<file path="src/rtl/fetch_ctrl.sv">
// fetch_ctrl: owns the PC, issues I-cache reads and fills a one-entry IF/ID buffer.
// Latency: a completed access appears on id_valid one edge later; sustains 1 instr/cycle.
// Backpressure: no new request while the buffer is full and id_ready=0; an issued request is held through stalls.
// Optional feature macro: PREDECODE_JAL_EN (jal targets are followed directly at capture).
module fetch_ctrl #(
    parameter int              XLEN     = 32,
    parameter logic [XLEN-1:0] RESET_PC = '0
) (
    input  logic            clk,
    input  logic            rst,
    output logic            icache_ren,
    output logic [XLEN-1:0] icache_addr,
    input  logic            icache_stall,
    input  logic [XLEN-1:0] icache_rdata,
    output logic            id_valid,
    output logic [XLEN-1:0] id_inst,
    output logic [XLEN-1:0] id_pc,
    input  logic            id_ready,
    input  logic            redirect_valid,
    input  logic [XLEN-1:0] redirect_pc
);

    // FETCH: free to issue at pc; WAIT: holding a stalled request whose data is wanted;
    // DRAIN: holding a stalled request whose data will be thrown away after a redirect.
    typedef enum logic [1:0] {
        FETCH = 2'd0,
        WAIT  = 2'd1,
        DRAIN = 2'd2
    } state_t;

    state_t          state;
    state_t          state_nxt;
    logic [XLEN-1:0] pc;
    logic [XLEN-1:0] req_pc;
    logic            free;
    logic            capture;
    logic            hold_req;
    logic [XLEN-1:0] cap_pc;
    logic [XLEN-1:0] next_pc;

    assign free = !id_valid || id_ready;

    // Request outputs and next state; the held request in WAIT/DRAIN ignores id_ready and redirects.
    always_comb begin
        icache_ren  = 1'b0;
        icache_addr = pc;
        state_nxt   = FETCH;
        case (state)
            FETCH: begin
                icache_ren  = free;
                icache_addr = pc;
                if (free && icache_stall)
                    state_nxt = redirect_valid ? DRAIN : WAIT;
                else
                    state_nxt = FETCH;
            end
            WAIT: begin
                icache_ren  = 1'b1;
                icache_addr = req_pc;
                if (icache_stall)
                    state_nxt = redirect_valid ? DRAIN : WAIT;
                else
                    state_nxt = FETCH;
            end
            DRAIN: begin
                icache_ren  = 1'b1;
                icache_addr = req_pc;
                state_nxt   = icache_stall ? DRAIN : FETCH;
            end
            default: begin
                icache_ren  = 1'b0;
                icache_addr = pc;
                state_nxt   = FETCH;
            end
        endcase
    end

    // A completion is kept only when no redirect is arriving and the access is not being drained.
    always_comb begin
        capture  = !redirect_valid && !icache_stall &&
                   ((state == FETCH && free) || state == WAIT);
        hold_req = (state == FETCH) && free && icache_stall;
        cap_pc   = (state == WAIT) ? req_pc : pc;
`ifdef PREDECODE_JAL_EN
        if (icache_rdata[6:0] == 7'b1101111)
            next_pc = cap_pc + {{(XLEN-21){icache_rdata[31]}}, icache_rdata[31],
                                icache_rdata[19:12], icache_rdata[20],
                                icache_rdata[30:21], 1'b0};
        else
            next_pc = cap_pc + XLEN'(4);
`else
        next_pc = cap_pc + XLEN'(4);
`endif
    end

    // State register.
    always_ff @(posedge clk or posedge rst) begin
        if (rst)
            state <= FETCH;
        else
            state <= state_nxt;
    end

    // PC, held request address and IF/ID buffer; redirect beats capture and transfer.
    always_ff @(posedge clk or posedge rst) begin
        if (rst) begin
            pc       <= RESET_PC;
            req_pc   <= '0;
            id_valid <= 1'b0;
            id_inst  <= '0;
            id_pc    <= '0;
        end else begin
            if (hold_req)
                req_pc <= pc;
            if (redirect_valid) begin
                pc       <= redirect_pc;
                id_valid <= 1'b0;
            end else if (capture) begin
                pc       <= next_pc;
                id_valid <= 1'b1;
                id_inst  <= icache_rdata;
                id_pc    <= cap_pc;
            end else if (id_valid && id_ready) begin
                id_valid <= 1'b0;
            end
        end
    end

endmodule

</file>
<file path="config.mk">
export PLATFORM = sky130hd
export DESIGN_NAME = fetch_ctrl
export DESIGN_NICKNAME = d
export VERILOG_FILES = /design/src/rtl/fetch_ctrl.sv
export SDC_FILE = /design/constraint.sdc
export NUM_CORES = 1
export LEC_CHECK = 0
export BUFFER_PORTS_ARGS = -buffer_cell sky130_fd_sc_hd__clkbuf_2
export CAP_MARGIN = 15
export CORE_ASPECT_RATIO = 0.7
export CORE_MARGIN = 2
export CORE_UTILIZATION = 50
export CTS_BUF_LIST = sky130_fd_sc_hd__clkbuf_2 sky130_fd_sc_hd__clkbuf_4 sky130_fd_sc_hd__clkbuf_8
export CTS_CLUSTER_DIAMETER = 200
export DETAILED_ROUTE_END_ITERATION = 8
export HOLD_SLACK_MARGIN = 0.1
export PLACE_DENSITY_LB_ADDON = 0.12
export SLEW_MARGIN = 20
export SYNTH_ARGS = -nofsm -noshare
export SYNTH_HDL_FRONTEND = slang
export SYNTH_SLANG_ARGS = --single-unit
</file>
<file path="constraint.sdc">
create_clock -name clk -period 3.77 [get_ports clk]
set_clock_uncertainty 0.15 [all_clocks]
set_input_delay 0.1885 -clock clk [delete_from_list [all_inputs] [get_ports clk]]
set_output_delay 0.1885 -clock clk [all_outputs]
set_load 0.02 [all_outputs]
</file>
==> results of run 1 <==
[per-layer routing]
layer / vias to the layer above / track usage (%) / part of all wire [%]
met5: - / 0 / 0
li1: 2917 / - / -
met1: 2984 / 38.8 / 46
met2: 233 / 42.2 / 46
met3: 45 / 5.48 / 6.4
met4: 0 / 10.1 / 2.1
[timing repair]
| item | CTS | global route |
|---|---|---|
| hold buffers | 69 | 0 |
| hold endpoints to repair | 93 | 0 |
| resized for setup | 0 | 0 |
[logic make-up after synthesis]
family          Yosys count  share of synthesized area [%]
compound gates          124                           10.8
simple gates            271                           18.5
mux                     101                           16.0
buf+inv                  56                           3.50
flops                   131                           48.0
xor+xnor                 18                           2.31
fa+ha+maj                 5                          0.915
[sequential cells by signal, summed over array words and instances (netlist names)]
name	count
state	2
id_inst	32
req_pc	32
pc	32
id_pc	32
id_valid	1
[critical path, stage by stage, from the launching register on]
cell and delay, ns:
sky130_fd_sc_hd__dfrtp_1 0.40, sky130_fd_sc_hd__inv_1 0.09, sky130_fd_sc_hd__ha_2 0.24, sky130_fd_sc_hd__buf_12 0.36
sky130_fd_sc_hd__nand3_1 0.19, sky130_fd_sc_hd__a22oi_1 0.45, sky130_fd_sc_hd__nand4b_1 0.38, sky130_fd_sc_hd__or4_1 0.61
sky130_fd_sc_hd__nand3_1 0.10, sky130_fd_sc_hd__a21oi_1 0.07
[worst max-delay path by stage]
stage	depth (start not counted)	end	from	slack, ns
finish	9	pc[20]	state[1]	0.59
global route	9	pc[24]	state[1]	0.30
CTS	9	pc[26]	state[1]	0.61
detailed placement	9	pc[24]	state[1]	0.61
global placement	9	pc[20]	state[1]	0.75
floorplan	16	pc[18]	state[1]	0.08
[area by class of cell]
| type | count | share of cell area [%] |
|---|---|---|
| timing repair buffer | 247 | 18.4 |
| clock inverter | 12 | 1.49 |
| sequential | 131 | 36.8 |
| inverter | 9 | 0.422 |
| clock buffer | 18 | 2.78 |
| tap | 185 | 2.60 |
| multi-input combinational | 519 | 37.5 |
[power breakdown]
group / internal, mW / switching [mW]
registers: 1.80 / 0.359
clock network: 0.599 / 0.587
logic: 0.758 / 1.15
[through the flow]
step / power [mW] / cell area [sq um] / worst slack [ns] / instances
2_1_floorplan: 3.35 / 6840 / 0.0816 / 706
3_3_place_gp: 3.96 / 7830 / 0.753 / 1022
3_5_place_dp: 4.02 / 7830 / 0.614 / 1022
4_1_cts: 5.27 / 8900 / 0.614 / 1121
5_1_grt: 5.56 / 8900 / 0.301 / 1121
6_report: 5.25 / 8900 / 0.588 / 1121
[cells in the mapped netlist, types with 7 or more instances]
master / count / area [sq um]
sky130_fd_sc_hd__mux2i_1: 33 / 330
sky130_fd_sc_hd__o21ai_0: 53 / 265
sky130_fd_sc_hd__nand2_1: 174 / 653
sky130_fd_sc_hd__xnor2_1: 8 / 70.1
sky130_fd_sc_hd__inv_1: 9 / 33.8
sky130_fd_sc_hd__nor2_1: 15 / 56.3
sky130_fd_sc_hd__dfrtp_1: 131 / 3280
sky130_fd_sc_hd__mux2_2: 68 / 766
sky130_fd_sc_hd__nand3b_1: 7 / 52.6
sky130_fd_sc_hd__nand4_1: 8 / 50.1
sky130_fd_sc_hd__xor2_1: 10 / 87.6
sky130_fd_sc_hd__buf_1: 8 / 30.0
sky130_fd_sc_hd__nand3_1: 20 / 100
sky130_fd_sc_hd__a21oi_1: 29 / 145
sky130_fd_sc_hd__nand4b_1: 7 / 61.3
sky130_fd_sc_hd__nor2b_1: 7 / 43.8
sky130_fd_sc_hd__clkbuf_1: 30 / 113
==> summary.txt, run 1 <==
STA
--------------------------------------------------------------------------------------------------------
Setup TNS .................................................................................         0 ns
Final Hold Fails ..........................................................................            0
Final setup violation count ...............................................................            0
Maximum clock rate ........................................................................      314 MHz
Setup repair after global routing missed its margin .......................................        false
Final period utilization ..................................................................        84.4%
Tightest hold margin ......................................................................     0.166 ns
Slew at the pin with the worst max-slew slack .............................................      1.03 ns
Total count of max-transition violations in the final report ..............................            0
Max-slew headroom .........................................................................        31.0%
Min cycle time layout .....................................................................      3.18 ns

WORST SETUP PATH
--------------------------------------------------------------------------------------------------------
R2r worst-path depth ......................................................................            9
Endpoint class of the critical path .......................................................         flop
Worst EP required .........................................................................      3.94 ns
Register-to-Register Setup Slack ..........................................................      0.59 ns
Startpoint of the lowest-slack register-to-register path ..................................     state[1]
Data arrival time of the critical path ....................................................      3.35 ns
Worst setup path category ................................................................. flop to flop
Startpoint kind of the worst setup timing path ............................................         flop
Largest fanout on the critical path .......................................................           80
Capture instance of the worst register-to-register path ...................................       pc[20]

FLOORPLAN
--------------------------------------------------------------------------------------------------------
Area of the core ..........................................................................  13300 sq um
Die height ................................................................................  102 microns
Effective utilization at floorplan ........................................................        51.5%
Die ar. ...................................................................................  14600 sq um
Number of top-level pins ..................................................................          167
Count of standard-cell rows ...............................................................           35
Die span in x .............................................................................  144 microns

LAYOUT
--------------------------------------------------------------------------------------------------------
Final standard cell utilization of the core ...............................................        67.1%
Highest-count cells in the layout ignoring fill and taps .................................. 174 x sky130_fd_sc_hd__nand2_1, 166 x sky130_fd_sc_hd__clkbuf_2, 131 x sky130_fd_sc_hd__dfrtp_1, 69 x sky130_fd_sc_hd__dlygate4sd3_1, 68 x sky130_fd_sc_hd__mux2_2
Layout cells sized above 1 ................................................................        30.8%
Commonest non-fill, non-tap cell in the layout ............................................ sky130_fd_sc_hd__nand2_1
Combined flip-flop and latch cell area ....................................................   3280 sq um
Layout Nets ...............................................................................          999
Antenna fix cells .........................................................................            0
# fillers .................................................................................         1118
Multi-input logic area ....................................................................   3340 sq um
Signed area change from the synthesized netlist to the final layout .......................        30.2%

PLACED DESIGN
--------------------------------------------------------------------------------------------------------
Weighted congestion reported at the end of routability-driven placement ...................        0.922
Number of port buffers ....................................................................          166
Final HPWL DP ............................................................................. 12600 microns

POWER
--------------------------------------------------------------------------------------------------------
P per Cell Area ...........................................................................  590 nW/um^2
Static leakage ............................................................................      4.15 nW
Worst-case vdd ir drop ....................................................................   0.000310 V

WORST HOLD PATH
--------------------------------------------------------------------------------------------------------
Terminating pin of the worst hold path ....................................................       pc[10]
WHS Path Cells ............................................................................            3
Hold Crit Class ........................................................................... input pin to flop
Startpoint of the tightest hold check path ................................................ redirect_valid

GLOBAL ROUTING
--------------------------------------------------------------------------------------------------------
Vias in the first global route ............................................................         6010
Maximum number of pins on one net before global-route repair ..............................          104
Antenna violations before repair ..........................................................            0
First-pass GRT wire length ................................................................ 31000 microns
Grt ovf ...................................................................................            0
GR Util All Layers ........................................................................        27.4%

RUN STATUS
--------------------------------------------------------------------------------------------------------
Result of the run ......................................................................... finished, final reports clean

CLOCK NETWORK
--------------------------------------------------------------------------------------------------------
Maximum number of buffers from clock root to sink .........................................            2
Clock buffers created by TritonCTS ........................................................           17
Clock sink total ..........................................................................          131
H-tree levels .............................................................................            4
Buffer cell driving the clock tree root ................................................... sky130_fd_sc_hd__clkbuf_8
Clock latency on the worst-skew pair ......................................................      0.44 ns
Post-CTS setup buffer count ...............................................................            0
Post-CTS clock slew at the launch and capture registers of the worst setup and hold paths .      0.08 ns
TritonCTS clock tree ......................................................................        built

YOSYS
--------------------------------------------------------------------------------------------------------
Number of register bits inferred by synthesis .............................................          131
Warning count from the yosys run ..........................................................            0
Average instance area after synthesis .....................................................   9.68 sq um
Distinct cell type count of the synthesized netlist .......................................           55
Number of standard cells after synthesis ..................................................          706
Post-synth ARST share .....................................................................         100%
Most used flip-flop cell after synthesis .................................................. sky130_fd_sc_hd__dfrtp_1
Syn Nets ..................................................................................          780
Post-synthesis sequential area ratio ......................................................        48.0%
EDFF count, synth .........................................................................            0
Combined area of all synthesized cells ....................................................   6840 sq um

ROUTE
--------------------------------------------------------------------------------------------------------
Detailed Route WL ......................................................................... 19600 microns
Drt first-iter violations .................................................................          466
DR pass1 iterations .......................................................................            5
Remaining DRCs ............................................................................            0
Post-route antenna net violation count ....................................................            0
Detail-routed net length per standard cell ................................................ 17.4 microns
Via/cell ratio ............................................................................         5.51
Routed via count ..........................................................................         6179

RUN
--------------------------------------------------------------------------------------------------------
Max capacitance violation total ...........................................................            0

(Power assumes the default switching activity.)
==> run 2: changes to the inputs <==
- CORE_UTILIZATION: 50 -> 52
- clock period: 3.77 -> 3 ns (I/O delays scaled with it)
==> run 2 against run 1 <==
Against the previous run:
- maximum frequency grew 12%
- worst hold slack better by 0.052 ns
- non-clock buffer count is 20 higher
- first-iteration DRC count rose by 0.86%
- routed wire length rose by 2.1%
- count of clock-buffer cells in the layout rose by 1
- critical path depth is 1 higher
- flip-flop and latch count is the same
- highest routed layer unchanged
==> summary.txt, run 2 (synthesis gave the netlist of run 1 again) <==
STA
--------------------------------------------------------------------------------------------------------
Min cycle time layout .....................................................................      2.85 ns   -0.334 ns
Slew at the pin with the worst max-slew slack .............................................     0.786 ns   -0.248 ns
Maximum clock rate ........................................................................      351 MHz   +12%
Max-slew headroom .........................................................................        47.6%   +17 points
Worst path setup slack after routing ......................................................     0.152 ns   -0.436 ns
Final Hold Fails ..........................................................................            0   unchanged
Total count of max-transition violations in the final report ..............................            0   unchanged
Final period utilization ..................................................................        94.9%   +11 points
Final setup violation count ...............................................................            0   unchanged
Tightest hold margin ......................................................................     0.218 ns   +0.0519 ns
Setup repair after global routing missed its margin .......................................        false

WORST SETUP PATH
--------------------------------------------------------------------------------------------------------
Largest delay share family, worst path .................................................... simple AND/OR/NAND/NOR gates
Largest fanout on the critical path .......................................................           23   -71%
Crit path largest cell delay ..............................................................      0.38 ns   -0.23 ns
Worst EP required .........................................................................      3.17 ns   -0.77 ns
Data arrival time of the critical path ....................................................      3.02 ns   -0.33 ns
Worst setup path category ................................................................. flop to flop
Ordered cell list for the critical path ................................................... inv_1, ha_4, buf_4, nand3b_1, a222oi_1, buf_4, nand3_2, nor4_2, xor2_1, o221ai_1
Cell repeated most along the worst path ................................................... sky130_fd_sc_hd__buf_4
Worst path slowest cell ................................................................... sky130_fd_sc_hd__dfrtp_1
Number of buffer and inverter stages on the critical path .................................            3   +1
Startpoint kind of the worst setup timing path ............................................         flop
Endpoint class of the critical path .......................................................         flop

PLACED DESIGN
--------------------------------------------------------------------------------------------------------
Weighted congestion reported at the end of routability-driven placement ...................        0.848   -8.0%
Worst slack, placed .......................................................................   -0.0223 ns   -0.636 ns
Final HPWL DP ............................................................................. 13000 microns   +2.9%
Number of port buffers ....................................................................          166   unchanged

LAYOUT
--------------------------------------------------------------------------------------------------------
Commonest non-fill, non-tap cell in the layout ............................................ sky130_fd_sc_hd__nand2_1
Layout cells sized above 1 ................................................................        32.5%   +1.7 points
Antenna fix cells .........................................................................            0   unchanged
Layout Nets ...............................................................................         1019   +2.0%
Highest-count cells in the layout ignoring fill and taps .................................. 174 x sky130_fd_sc_hd__nand2_1, 166 x sky130_fd_sc_hd__clkbuf_2, 131 x sky130_fd_sc_hd__dfrtp_1, 74 x sky130_fd_sc_hd__dlygate4sd3_1, 66 x sky130_fd_sc_hd__mux2_2
Final standard cell utilization of the core ...............................................        70.5%   +3.4 points
Signed area change from the synthesized netlist to the final layout .......................        34.2%

CLOCK NETWORK
--------------------------------------------------------------------------------------------------------
Clock sink total ..........................................................................          131   unchanged
Clock buffers created by TritonCTS ........................................................           17   unchanged
H-tree levels .............................................................................            4   unchanged
Buffer cell driving the clock tree root ................................................... sky130_fd_sc_hd__clkbuf_8
TritonCTS clock tree ......................................................................        built
Clock latency on the worst-skew pair ......................................................      0.45 ns   about the same
Maximum number of buffers from clock root to sink .........................................            2   unchanged
Post-CTS clock slew at the launch and capture registers of the worst setup and hold paths .      0.08 ns   about the same

WORST HOLD PATH
--------------------------------------------------------------------------------------------------------
Hold Crit Class ........................................................................... input pin to async pin

ROUTE
--------------------------------------------------------------------------------------------------------
DR pass1 iterations .......................................................................            4   -1
Detailed Route WL ......................................................................... 20000 microns   +2.1%
Post-route antenna net violation count ....................................................            0   unchanged
Drt first-iter violations .................................................................          470   +0.86%
Routed via count ..........................................................................         6294   +1.9%
Detail-routed net length per standard cell ................................................ 17.8 microns   +1.8%
Via/cell ratio ............................................................................         5.60   +1.6%
Remaining DRCs ............................................................................            0   unchanged

GLOBAL ROUTING
--------------------------------------------------------------------------------------------------------
Maximum number of pins on one net before global-route repair ..............................          132   +27%
Vias in the first global route ............................................................         6279   +4.5%
Grt ovf ...................................................................................            0   unchanged
First-pass GRT wire length ................................................................ 32100 microns   +3.3%
Antenna violations before repair ..........................................................            0   unchanged
GR Util All Layers ........................................................................        28.9%   +1.6 points

POWER
--------------------------------------------------------------------------------------------------------
Power after layout ........................................................................      6.80 mW   +30%
Static leakage ............................................................................      4.28 nW   +3.2%
P per Cell Area ...........................................................................  742 nW/um^2   +26%
Worst-case vdd ir drop ....................................................................   0.000494 V   +59%

RUN STATUS
--------------------------------------------------------------------------------------------------------
Result of the run ......................................................................... finished, final reports clean

FLOORPLAN
--------------------------------------------------------------------------------------------------------
Die ar. ...................................................................................  14100 sq um   -3.7%
Effective utilization at floorplan ........................................................        52.6%   +1.0 points
Count of standard-cell rows ...............................................................           35   unchanged
Die height ................................................................................ 99.9 microns   -1.9%
Number of top-level pins ..................................................................          167   unchanged
Die span in x .............................................................................  141 microns   -1.9%
Area of the core ..........................................................................  13000 sq um   -2.0%

RUN
--------------------------------------------------------------------------------------------------------
Max capacitance violation total ...........................................................            0   unchanged

[run 2: cell count changes in the layout (fill, tap and decap cells not counted), sizes merged]
cell,before,now
clkinv,5,6
buf,12,27
bufinv,2,3
clkbuf,184,185
dlygate4sd3,69,74
inv,10,9
[run 2: worst register-to-register path, delay by kind of cell (launching register included)]
kind,cells,cell delay (ns)
AND/OR/NAND/NOR,3,0.75
buffers and inverters,3,0.56
AO/OA/AOI/OAI,2,0.48
flip-flops,1,0.38
adder cells (fa/ha/maj),1,0.23
XOR/XNOR,1,0.17
[run 2: power breakdown]
| group | internal, mW | switching, mW |
|---|---|---|
| Sequential | 2.26 | 0.469 |
| Clock | 0.837 | 0.736 |
| Combinational | 1.02 | 1.48 |
| Total | 4.12 | 2.68 |
[run 2: through the flow]
stage                     TNS, ns  instance area (sq um)  cells
after floorplan            -0.290                   6910    706
after global placement          0                   8000   1017
after detailed placement  -0.0363                   8000   1017
after CTS                       0                   9150   1123
after global routing            0                   9170   1124
final                           0                   9170   1124
[run 2: final timing paths]
check / from / slack [ns] / end / cells after the start
worst min-delay path: rst / 0.22 / req_pc[2] / 4
worst max register to register: state[1] / 0.15 / pc[31] / 10
min in group clk: icache_rdata[15] / 0.27 / id_inst[15] / 4
worst min register to register: id_inst[0] / 0.33 / id_inst[0] / 2
worst max-delay path: state[1] / 0.15 / pc[31] / 10
max in group asynchronous: rst / 1.82 / req_pc[8] / 4
[run 2: layout make-up]
type,count,area [sq um]
fillers,1028,3830
well taps,166,208
flip-flops and latches,131,3280
clock inverters,13,159
clock buffers,19,249
multi-input cells,519,3390
inverters,9,37.5
repair buffers,267,1850
[run 2: metal layers]
metal | vias to the layer above | part of all wire [%] | track usage (%)
met4 | 0 | 1.4 | 9.00
met1 | 3102 | 46 | 40.6
met3 | 31 | 5.7 | 5.30
li1 | 2940 | - | -
met5 | - | 0 | 0
met2 | 221 | 47 | 46.3
[run 2: timing repair]
item	4_1_cts	5_1_grt
resized for setup	1	2
hold endpoints to repair	198	0
hold buffers	74	0
pin swaps	0	1
setup buffers	0	1
endpoints found under the setup margin	2	70
==> run 3: changes to the inputs <==
- CORE_UTILIZATION: 52 -> 30
==> run 3 against run 2 <==
Against the previous run:
- flip-flop and latch count stayed put
- maximum frequency is 3.2% higher
- clock power is 4% lower
- register-to-register slack better by 0.09 ns
- final cell count is 14% higher
- count of clock-buffer cells in the layout is 1 lower
- routed wire length is 6.0% higher
- worst hold slack better by 0.064 ns
- global-route usage is 12 points lower
- largest power group unchanged
- first-iteration DRC count is 30% lower
==> summary.txt, run 3 (synthesis gave the netlist of run 1 again) <==
ROUTE
--------------------------------------------------------------------------------------------------------
Post-route antenna net violation count ....................................................            0   unchanged
Detail-routed net length per standard cell ................................................ 16.6 microns   -6.7%
DR pass1 iterations .......................................................................            5   +1
Detailed Route WL ......................................................................... 21100 microns   +6.0%
Drt first-iter violations .................................................................          327   -30%
Routed via count ..........................................................................         6012   -4.5%
Remaining DRCs ............................................................................            0   unchanged
Via/cell ratio ............................................................................         4.71   -16%

WORST SETUP PATH
--------------------------------------------------------------------------------------------------------
Largest fanout on the critical path .......................................................           23   unchanged
Endpoint class of the critical path .......................................................         flop
Data arrival time of the critical path ....................................................      2.92 ns   -0.10 ns
Startpoint kind of the worst setup timing path ............................................         flop
Largest delay share family, worst path .................................................... simple AND/OR/NAND/NOR gates
Worst path slowest cell ................................................................... sky130_fd_sc_hd__dfrtp_1
Crit path largest cell delay ..............................................................      0.38 ns   about the same
Worst EP required .........................................................................      3.16 ns   about the same
Number of buffer and inverter stages on the critical path .................................            3   unchanged
Ordered cell list for the critical path ................................................... inv_1, ha_4, buf_6, nand3b_1, a222oi_1, buf_4, nand3_2, nor4_2, xor2_1, o221ai_1
Worst setup path category ................................................................. flop to flop

GLOBAL ROUTING
--------------------------------------------------------------------------------------------------------
Maximum number of pins on one net before global-route repair ..............................          132   unchanged
Vias in the first global route ............................................................         5710   -9.1%
Grt ovf ...................................................................................            0   unchanged
First-pass GRT wire length ................................................................ 31900 microns   -0.62%
GR Util All Layers ........................................................................        17.4%   -12 points
Antenna violations before repair ..........................................................            0   unchanged

FLOORPLAN
--------------------------------------------------------------------------------------------------------
Die span in x .............................................................................  184 microns   +31%
Die height ................................................................................  130 microns   +30%
Effective utilization at floorplan ........................................................        30.4%   -22 points
Area of the core ..........................................................................  22500 sq um   +73%
Die ar. ...................................................................................  24000 sq um   +70%
Count of standard-cell rows ...............................................................           46   +31%
Number of top-level pins ..................................................................          167   unchanged

STA
--------------------------------------------------------------------------------------------------------
Final Hold Fails ..........................................................................            0   unchanged
Tightest hold margin ......................................................................     0.282 ns   +0.0644 ns
Total count of max-transition violations in the final report ..............................            0   unchanged
Maximum clock rate ........................................................................      362 MHz   +3.2%
Slew at the pin with the worst max-slew slack .............................................     0.751 ns   -0.0347 ns
Min cycle time layout .....................................................................      2.76 ns   -0.0885 ns
Final setup violation count ...............................................................            0   unchanged
Final period utilization ..................................................................        92.0%   -3.0 points
Setup repair after global routing missed its margin .......................................        false
Max-slew headroom .........................................................................        49.9%   +2.3 points

LAYOUT
--------------------------------------------------------------------------------------------------------
Multi-input logic area ....................................................................   3390 sq um   about the same
Final standard cell utilization of the core ...............................................        41.5%   -29 points
Antenna fix cells .........................................................................            0   unchanged
Layout cells sized above 1 ................................................................        32.5%   about the same
Commonest non-fill, non-tap cell in the layout ............................................ sky130_fd_sc_hd__nand2_1
# fillers .................................................................................         2263   +120%
Combined flip-flop and latch cell area ....................................................   3280 sq um   unchanged
Signed area change from the synthesized netlist to the final layout .......................        36.7%
Highest-count cells in the layout ignoring fill and taps .................................. 174 x sky130_fd_sc_hd__nand2_1, 166 x sky130_fd_sc_hd__clkbuf_2, 131 x sky130_fd_sc_hd__dfrtp_1, 77 x sky130_fd_sc_hd__dlygate4sd3_1, 66 x sky130_fd_sc_hd__mux2_2
Layout Nets ...............................................................................         1026   +0.69%

POWER
--------------------------------------------------------------------------------------------------------
P per Cell Area ...........................................................................  719 nW/um^2   -3.1%
Worst-case vdd ir drop ....................................................................   0.000288 V   -42%
Power after layout ........................................................................      6.72 mW   -1.3%
Static leakage ............................................................................      4.29 nW   +0.22%

CLOCK NETWORK
--------------------------------------------------------------------------------------------------------
Post-CTS clock slew at the launch and capture registers of the worst setup and hold paths .      0.08 ns   about the same
Clock latency on the worst-skew pair ......................................................      0.45 ns   about the same
Clock sink total ..........................................................................          131   unchanged
Buffer cell driving the clock tree root ................................................... sky130_fd_sc_hd__clkbuf_8
Maximum number of buffers from clock root to sink .........................................            2   unchanged
H-tree levels .............................................................................            4   unchanged
TritonCTS clock tree ......................................................................        built
Clock buffers created by TritonCTS ........................................................           17   unchanged

PLACED DESIGN
--------------------------------------------------------------------------------------------------------
Final HPWL DP ............................................................................. 14500 microns   +12%
Weighted congestion reported at the end of routability-driven placement ...................        0.783   -7.7%
Number of port buffers ....................................................................          166   unchanged

RUN
--------------------------------------------------------------------------------------------------------
Max capacitance violation total ...........................................................            0   unchanged

WORST HOLD PATH
--------------------------------------------------------------------------------------------------------
Hold Crit Class ........................................................................... input pin to flop

RUN STATUS
--------------------------------------------------------------------------------------------------------
Result of the run ......................................................................... finished, final reports clean

run 3: cell count changes in the layout (fill, tap and decap cells not counted), moves of 2 or more:
| cell | change |
|---|---|
| sky130_fd_sc_hd__clkbuf_4 | -2 |
| sky130_fd_sc_hd__buf_12 | -4 |
| sky130_fd_sc_hd__dlygate4sd3_1 | +3 |
| sky130_fd_sc_hd__buf_4 | +7 |
run 3: per-stage QoR:
step / setup WS, ns / area (sq um) / TNS (ns) / std cells
after floorplan: -0.0783 / 6910 / -0.290 / 706
after global placement: 0.214 / 8180 / 0 / 1167
after detailed placement: 0.152 / 8180 / 0 / 1167
after CTS: 0.119 / 9330 / 0 / 1275
after global routing: 0.0429 / 9350 / 0 / 1276
final: 0.241 / 9350 / 0 / 1276
run 3: final cells by class:
type / instances / area share (%)
Inverter: 9 / 0.402
Clock inverter: 13 / 1.45
Multi-Input combinational cell: 519 / 36.3
Timing Repair Buffer: 274 / 19.9
Tap cell: 312 / 4.18
Sequential cell: 131 / 35.1
Clock buffer: 18 / 2.65
run 3: tightest hold or removal path: stages:
cell and delay, ns:
sky130_fd_sc_hd__dlygate4sd3_1 0.52, sky130_fd_sc_hd__clkbuf_2 0.09, sky130_fd_sc_hd__nand2_1 0.04, sky130_fd_sc_hd__nand2_1 0.05
run 3: final timing paths:
check / from / endpoint / slack, ns / cells after the start
setup / recovery: state[1] / pc[31] / 0.24 / 10
hold / removal: icache_rdata[9] / id_inst[9] / 0.28 / 4
setup reg to reg: state[1] / pc[31] / 0.24 / 10
hold reg to reg: id_inst[17] / id_inst[17] / 0.33 / 2
max in group asynchronous: rst / id_pc[5] / 1.83 / 4
min in group asynchronous: rst / req_pc[4] / 0.31 / 4
run 3: report_power, final:
part           internal (mW)  total [mW]  switching, mW
combinational           1.02        2.52           1.50
clock                  0.755        1.51          0.756
sequential              2.26        2.69          0.429
total                   4.04        6.72           2.68
run 3: per-layer routing:
layer / GRT usage [%] / up-vias / wire length, microns
met1: 26.9 / 2871 / 11500
met4: 3.95 / 0 / 96
met3: 3.57 / 7 / 970
met5: 0 / - / 0
met2: 24.8 / 169 / 8630
li1: - / 2965 / -
run 3: what timing repair did:
item | 4_1_cts | 5_1_grt
resized for setup | 0 | 3
setup buffers | 0 | 1
endpoints found under the setup margin | 0 | 11
hold buffers | 77 | 0
hold endpoints to repair | 198 | 0
